`src/rtl/mdu_iter.sv`:
```
// Iterative RV32M multiply/divide unit: shift-add multiply, restoring divide, one bit per cycle.
// Optional early-out for zero operands / divide-by-zero when MDU_FAST_EN is defined.
module mdu_iter #(
  parameter int XLEN  = 32,
  parameter int CNT_W = $clog2(XLEN) + 1
) (
  input  logic            clk,
  input  logic            rst_n,
  input  logic            req_valid,
  output logic            req_ready,
  input  logic [2:0]      req_op,
  input  logic [XLEN-1:0] req_a,
  input  logic [XLEN-1:0] req_b,
  output logic            resp_valid,
  input  logic            resp_ready,
  output logic [XLEN-1:0] resp_data,
  output logic            busy
);

  typedef enum logic [1:0] {S_IDLE, S_CALC, S_DONE} state_t;

  localparam logic [CNT_W-1:0] LAST = CNT_W'(XLEN - 1);

  function automatic logic [XLEN-1:0] cond_neg(input logic neg, input logic [XLEN-1:0] v);
    return neg ? (~v + 1'b1) : v;
  endfunction

  function automatic logic [2*XLEN-1:0] cond_neg2(input logic neg, input logic [2*XLEN-1:0] v);
    return neg ? (~v + 1'b1) : v;
  endfunction

  state_t              state_q, state_d;
  logic [CNT_W-1:0]    cnt_q, cnt_d;
  logic [2:0]          op_q, op_d;
  logic [2*XLEN-1:0]   p_q, p_d;
  logic [XLEN-1:0]     m_q, m_d;
  logic                neg_q, neg_d;
  logic                rneg_q, rneg_d;
  logic [XLEN-1:0]     res_q, res_d;
`ifdef MDU_FAST_EN
  logic                fast_q, fast_d;
`endif

  // Request decode: operand signedness and magnitudes
  logic            is_div_i, sa_i, sb_i, b_zero_i;
  logic [XLEN-1:0] mag_a_i, mag_b_i;

  always_comb begin
    is_div_i = req_op[2];
    b_zero_i = (req_b == '0);
    if (is_div_i) begin
      sa_i = ~req_op[0] & req_a[XLEN-1];
      sb_i = ~req_op[0] & req_b[XLEN-1];
    end else begin
      sa_i = (req_op[1:0] == 2'b01 || req_op[1:0] == 2'b10) & req_a[XLEN-1];
      sb_i = (req_op[1:0] == 2'b01) & req_b[XLEN-1];
    end
    mag_a_i = cond_neg(sa_i, req_a);
    mag_b_i = cond_neg(sb_i, req_b);
  end

  // One iteration of either algorithm, plus final sign correction
  logic [XLEN:0]     mul_sum, rem_sh, div_diff;
  logic [2*XLEN-1:0] p_mul, p_div, p_nx, prod_fix;
  logic [XLEN-1:0]   quo_fix, rem_fix, res_calc, res_sel;
  logic              fin;

  always_comb begin
    mul_sum  = {1'b0, p_q[2*XLEN-1:XLEN]} + (p_q[0] ? {1'b0, m_q} : '0);
    p_mul    = {mul_sum, p_q[XLEN-1:1]};
    rem_sh   = {p_q[2*XLEN-1:XLEN], p_q[XLEN-1]};
    div_diff = rem_sh - {1'b0, m_q};
    p_div    = div_diff[XLEN] ? {rem_sh[XLEN-1:0], p_q[XLEN-2:0], 1'b0}
                              : {div_diff[XLEN-1:0], p_q[XLEN-2:0], 1'b1};
    p_nx     = op_q[2] ? p_div : p_mul;
    prod_fix = cond_neg2(neg_q, p_nx);
    quo_fix  = cond_neg(neg_q, p_nx[XLEN-1:0]);
    rem_fix  = cond_neg(rneg_q, p_nx[2*XLEN-1:XLEN]);
    case (op_q)
      3'd0:          res_calc = prod_fix[XLEN-1:0];
      3'd1, 3'd2,
      3'd3:          res_calc = prod_fix[2*XLEN-1:XLEN];
      3'd4, 3'd5:    res_calc = quo_fix;
      default:       res_calc = rem_fix;
    endcase
`ifdef MDU_FAST_EN
    fin     = fast_q || (cnt_q == LAST);
    res_sel = fast_q ? m_q : res_calc;
`else
    fin     = (cnt_q == LAST);
    res_sel = res_calc;
`endif
  end

  always_comb begin
    state_d = state_q;
    cnt_d   = cnt_q;
    op_d    = op_q;
    p_d     = p_q;
    m_d     = m_q;
    neg_d   = neg_q;
    rneg_d  = rneg_q;
    res_d   = res_q;
`ifdef MDU_FAST_EN
    fast_d  = fast_q;
`endif
    case (state_q)
      S_IDLE: begin
        if (req_valid) begin
          op_d    = req_op;
          cnt_d   = '0;
          // Divide-by-zero keeps an unsigned all-ones quotient; remainder sign restores a
          neg_d   = (sa_i ^ sb_i) & ~(is_div_i & b_zero_i);
          rneg_d  = sa_i;
          m_d     = is_div_i ? mag_b_i : mag_a_i;
          p_d     = {{XLEN{1'b0}}, (is_div_i ? mag_a_i : mag_b_i)};
          state_d = S_CALC;
`ifdef MDU_FAST_EN
          fast_d  = is_div_i ? b_zero_i : (b_zero_i || (req_a == '0));
          if (fast_d)
            m_d = is_div_i ? (req_op[1] ? req_a : {XLEN{1'b1}}) : '0;
`endif
        end
      end
      S_CALC: begin
        p_d   = p_nx;
        cnt_d = cnt_q + 1'b1;
        if (fin) begin
          res_d   = res_sel;
          state_d = S_DONE;
        end
      end
      S_DONE: begin
        if (resp_ready) state_d = S_IDLE;
      end
      default: state_d = S_IDLE;
    endcase
  end

  always_ff @(posedge clk or negedge rst_n) begin
    if (!rst_n) begin
      state_q <= S_IDLE;
      cnt_q   <= '0;
      op_q    <= '0;
      p_q     <= '0;
      m_q     <= '0;
      neg_q   <= 1'b0;
      rneg_q  <= 1'b0;
      res_q   <= '0;
`ifdef MDU_FAST_EN
      fast_q  <= 1'b0;
`endif
    end else begin
      state_q <= state_d;
      cnt_q   <= cnt_d;
      op_q    <= op_d;
      p_q     <= p_d;
      m_q     <= m_d;
      neg_q   <= neg_d;
      rneg_q  <= rneg_d;
      res_q   <= res_d;
`ifdef MDU_FAST_EN
      fast_q  <= fast_d;
`endif
    end
  end

  assign req_ready  = (state_q == S_IDLE);
  assign resp_valid = (state_q == S_DONE);
  assign busy       = (state_q != S_IDLE);
  assign resp_data  = res_q;

endmodule
```
`config.mk`:
```
export PLATFORM = sky130hd
export DESIGN_NAME = mdu_iter
export DESIGN_NICKNAME = d
export VERILOG_FILES = /design/src/rtl/mdu_iter.sv
export SDC_FILE = /design/constraint.sdc
export NUM_CORES = 1
export LEC_CHECK = 0
export CAP_MARGIN = 20
export CORE_UTILIZATION = 45
export CTS_CLUSTER_SIZE = 20
export DETAILED_ROUTE_END_ITERATION = 8
export DONT_BUFFER_PORTS = 1
export SYNTH_ARGS = -nofsm -noshare
export SYNTH_HDL_FRONTEND = slang
export SYNTH_SLANG_ARGS = --single-unit
```
`constraint.sdc`:
```
create_clock -name clk -period 7.7 [get_ports clk]
set_clock_uncertainty 0.15 [all_clocks]
set_input_delay 1.54 -clock clk [delete_from_list [all_inputs] [get_ports clk]]
set_output_delay 1.54 -clock clk [all_outputs]
set_load 0.05 [all_outputs]
```
==> summary.txt <==
Yosys
  – Top cells by instance count after synthesis: 305 x sky130_fd_sc_hd__nand2_1, 215 x sky130_fd_sc_hd__o21ai_0, 157 x sky130_fd_sc_hd__a21oi_1
  – Warnings, synthesis: 0
  – Fraction of post-synthesis cell area in the top cell type by area: 0.228
  – Flip-flop and latch count after synthesis: 141
  – Per-instance average area after synthesis: 7.35 um^2
  – Cell type contributing the most total cell area after synthesis: sky130_fd_sc_hd__dfrtp_1
  – Async set-reset flop share out of synthesis: 1.00
  – Number of enable flip-flop cells after synthesis: 0
  – Cell with the most instances after synthesis: sky130_fd_sc_hd__nand2_1
  – Primary FF master, synth: sky130_fd_sc_hd__dfrtp_1
  – Synth Instances: 2104
  – Post-Synthesis Cell Area: 15500 um^2
  – Distinct cell type count of the synthesized netlist: 90
  – Cell types occupying the most area after synthesis: sky130_fd_sc_hd__dfrtp_1 23%, sky130_fd_sc_hd__nand2_1 7.4%, sky130_fd_sc_hd__o21ai_0 7.0%
  – Sequential fraction of the synthesis area: 0.228
  – Post-Synthesis Net Count: 2247

Worst setup path
  – WS Path Type: flop to flop
  – Critical Path Start Type: flop
  – Data arrival at the endpoint of the critical path: 6.75 ns
  – Worst reg2reg path depth: 19
  – Capturing element type of the critical path: flop
  – Max Fanout on Critical Path: 31
  – Required @ worst endpoint: 7.90 ns

STA
  – Max-slew violation count: 0
  – Period utilisation layout: 0.851
  – Peak Freq: 153 MHz
  – Minimum clock period after layout: 6.55 ns
  – Unrepaired setup endpoints after global routing: false
  – Crit path setup slack, layout: 1.15 ns
  – Setup Viol. Count Final: 0
  – Final hold viol count: 0
  – Measured slew at the worst slew-check pin: 1.12 ns
  – Post-route setup TNS: 0 ns
  – Relative slew slack: 0.241

Finish
  – End-of-flow core utilization: 0.485
  – Net count, final: 2164
  – Antenna diode count: 0
  – Layout cells sized above 1: 0.0531
  – Synth-to-layout area growth: 5.75%

Global routing
  – Largest net degree at the start of global routing: 142
  – GRT Residual Overflow: 0
  – First-pass GRT wire length: 89.9 mm
  – Initial antenna violation count: 3
  – Vias in the first global route: 14900
  – Tot GR Track Use: 0.334

Die
  – Die H: 187 um
  – Area of the placeable core: 33700 um^2
  – Number of rows created at floorplan: 67
  – Initial core utilization: 0.459
  – Die width: 187 um
  – Die area: 35100 um^2
  – Io pins: 106

Clock network
  – Clock-pin slew on the worst setup and hold paths: 0.07 ns
  – Number of H-tree branching levels: 4
  – Count of buffers added by post-CTS timing repair for setup: 0
  – Hold-fix buffers at CTS: 0
  – Number of sinks driven by the clock tree: 141
  – Clock insertion delay at the later pin of the skew report: 0.46 ns
  – CTS resizes: 0
  – CTS tree: yes
  – Cell at the root of the clock tree: sky130_fd_sc_hd__clkbuf_16
  – Clk buf depth: 2
  – Number of buffers inserted during clock tree synthesis: 17

Placement
  – Worst setup slack after placement: 1.34 ns
  – RePlAce Congestion: 1.02
  – HPWL after detailed placement: 45.3 mm
  – Input/output buffers: 0

Detailed routing
  – Detail-routed net length per standard cell: 23.8 um
  – Remaining antenna violation count: 0
  – Vias per cell: 6.43
  – Remaining DRCs: 1
  – Total Routed Length: 59.0 mm
  – First-iteration detailed-routing DRC count: 1595
  – DR vias: 16000
  – Total iterations of the first detailed-routing run: 9

Run status
  – Violations in the final reports: DRC
  – Run status: finished, violations left

Hold path
  – Worst Hold Class: flop to flop
  – Hold-critical path depth: 1

Job
  – Max-capacitance violation count: 0
worst max-delay path, stage by stage (launching register included):
cell	delay [ns]
sky130_fd_sc_hd__dfrtp_1	0.42
sky130_fd_sc_hd__ha_1	0.50
sky130_fd_sc_hd__nand3_1	0.20
sky130_fd_sc_hd__o2bb2ai_1	0.31
sky130_fd_sc_hd__o311ai_0	0.22
sky130_fd_sc_hd__a21boi_1	0.57
sky130_fd_sc_hd__a211o_4	0.46
sky130_fd_sc_hd__mux2_2	0.25
sky130_fd_sc_hd__o21a_1	0.18
sky130_fd_sc_hd__ha_1	0.23
sky130_fd_sc_hd__or4b_2	0.62
sky130_fd_sc_hd__o31ai_1	0.09
sky130_fd_sc_hd__mux2i_1	0.18
sky130_fd_sc_hd__a311o_1	0.45
sky130_fd_sc_hd__nor4_1	0.42
sky130_fd_sc_hd__nand4_1	0.34
sky130_fd_sc_hd__o31ai_1	0.37
sky130_fd_sc_hd__xor2_1	0.18
sky130_fd_sc_hd__o221ai_1	0.15
sky130_fd_sc_hd__o21a_1	0.14
registers in the layout (all words and copies together), names as in the netlist:
name,count
p_q,64
state_q,2
op_q,3
cnt_q,6
resp_data,32
m_q,32
neg_q,1
rneg_q,1
metal layers:
layer,GRT usage,vias up,share of wire
met2,0.522,741,0.44
li1,-,7491,-
met5,0,-,0
met4,0.156,0,0.048
met3,0.0724,129,0.085
met1,0.438,7607,0.42
stage by stage:
step	area (um^2)	hold WS, ns	cells
after floorplan	15500	0.307	2104
after global placement	15700	0.324	2449
after detailed placement	15700	0.340	2449
after CTS	16300	0.354	2481
after global routing	16300	0.384	2482
final	16300	0.350	2482
cells in the final DEF (no fill, tap or decap), types with 26 or more instances in the layout:
cell type                  instances
sky130_fd_sc_hd__nand3_1          76
sky130_fd_sc_hd__dfrtp_1         140
sky130_fd_sc_hd__o31ai_1          38
sky130_fd_sc_hd__o221ai_1         33
sky130_fd_sc_hd__xor2_1           75
sky130_fd_sc_hd__a21oi_1         157
sky130_fd_sc_hd__a21o_1           26
sky130_fd_sc_hd__nand4_1          29
sky130_fd_sc_hd__and2_1           50
sky130_fd_sc_hd__mux2i_1          43
sky130_fd_sc_hd__inv_1            70
sky130_fd_sc_hd__ha_1             70
sky130_fd_sc_hd__nor2_1          145
sky130_fd_sc_hd__o21ai_0         215
sky130_fd_sc_hd__nand2_1         304
sky130_fd_sc_hd__xnor2_1         102
sky130_fd_sc_hd__nor3_1           51
area by class of cell:
| cell class | count | area [um^2] |
|---|---|---|
| Fill cell | 3406 | 17400 |
| Clock buffer | 18 | 439 |
| Clock inverter | 14 | 158 |
| Timing Repair Buffer | 24 | 200 |
| Multi-Input combinational cell | 1767 | 11200 |
| Inverter | 70 | 263 |
| Tap cell | 448 | 561 |
| Sequential cell | 141 | 3530 |
final timing paths:
| check | start | to | slack, ns |
|---|---|---|---|
| setup / recovery | p_q[55] | resp_data[26] | 1.15 |
| hold / removal | cnt_q[5] | cnt_q[5] | 0.35 |
| setup reg to reg | p_q[55] | resp_data[26] | 1.15 |
| hold reg to reg | cnt_q[5] | cnt_q[5] | 0.35 |
| max in group asynchronous | rst_n | op_q[2] | 6.50 |
| min in group asynchronous | rst_n | m_q[21] | 0.65 |
cell families (layout without fill, tap and decap cells):
group	Yosys count	after routing	synth area share
compound gates	674	674	0.284
flops	141	141	0.228
simple gates	790	790	0.242
buf+inv	196	126	0.0501
mux	54	54	0.0359
xor+xnor	177	177	0.100
fa+ha+maj	72	72	0.0592
Power is not shown: default switching activity piles up to over one toggle a cycle in this logic, so the estimate is an artifact.
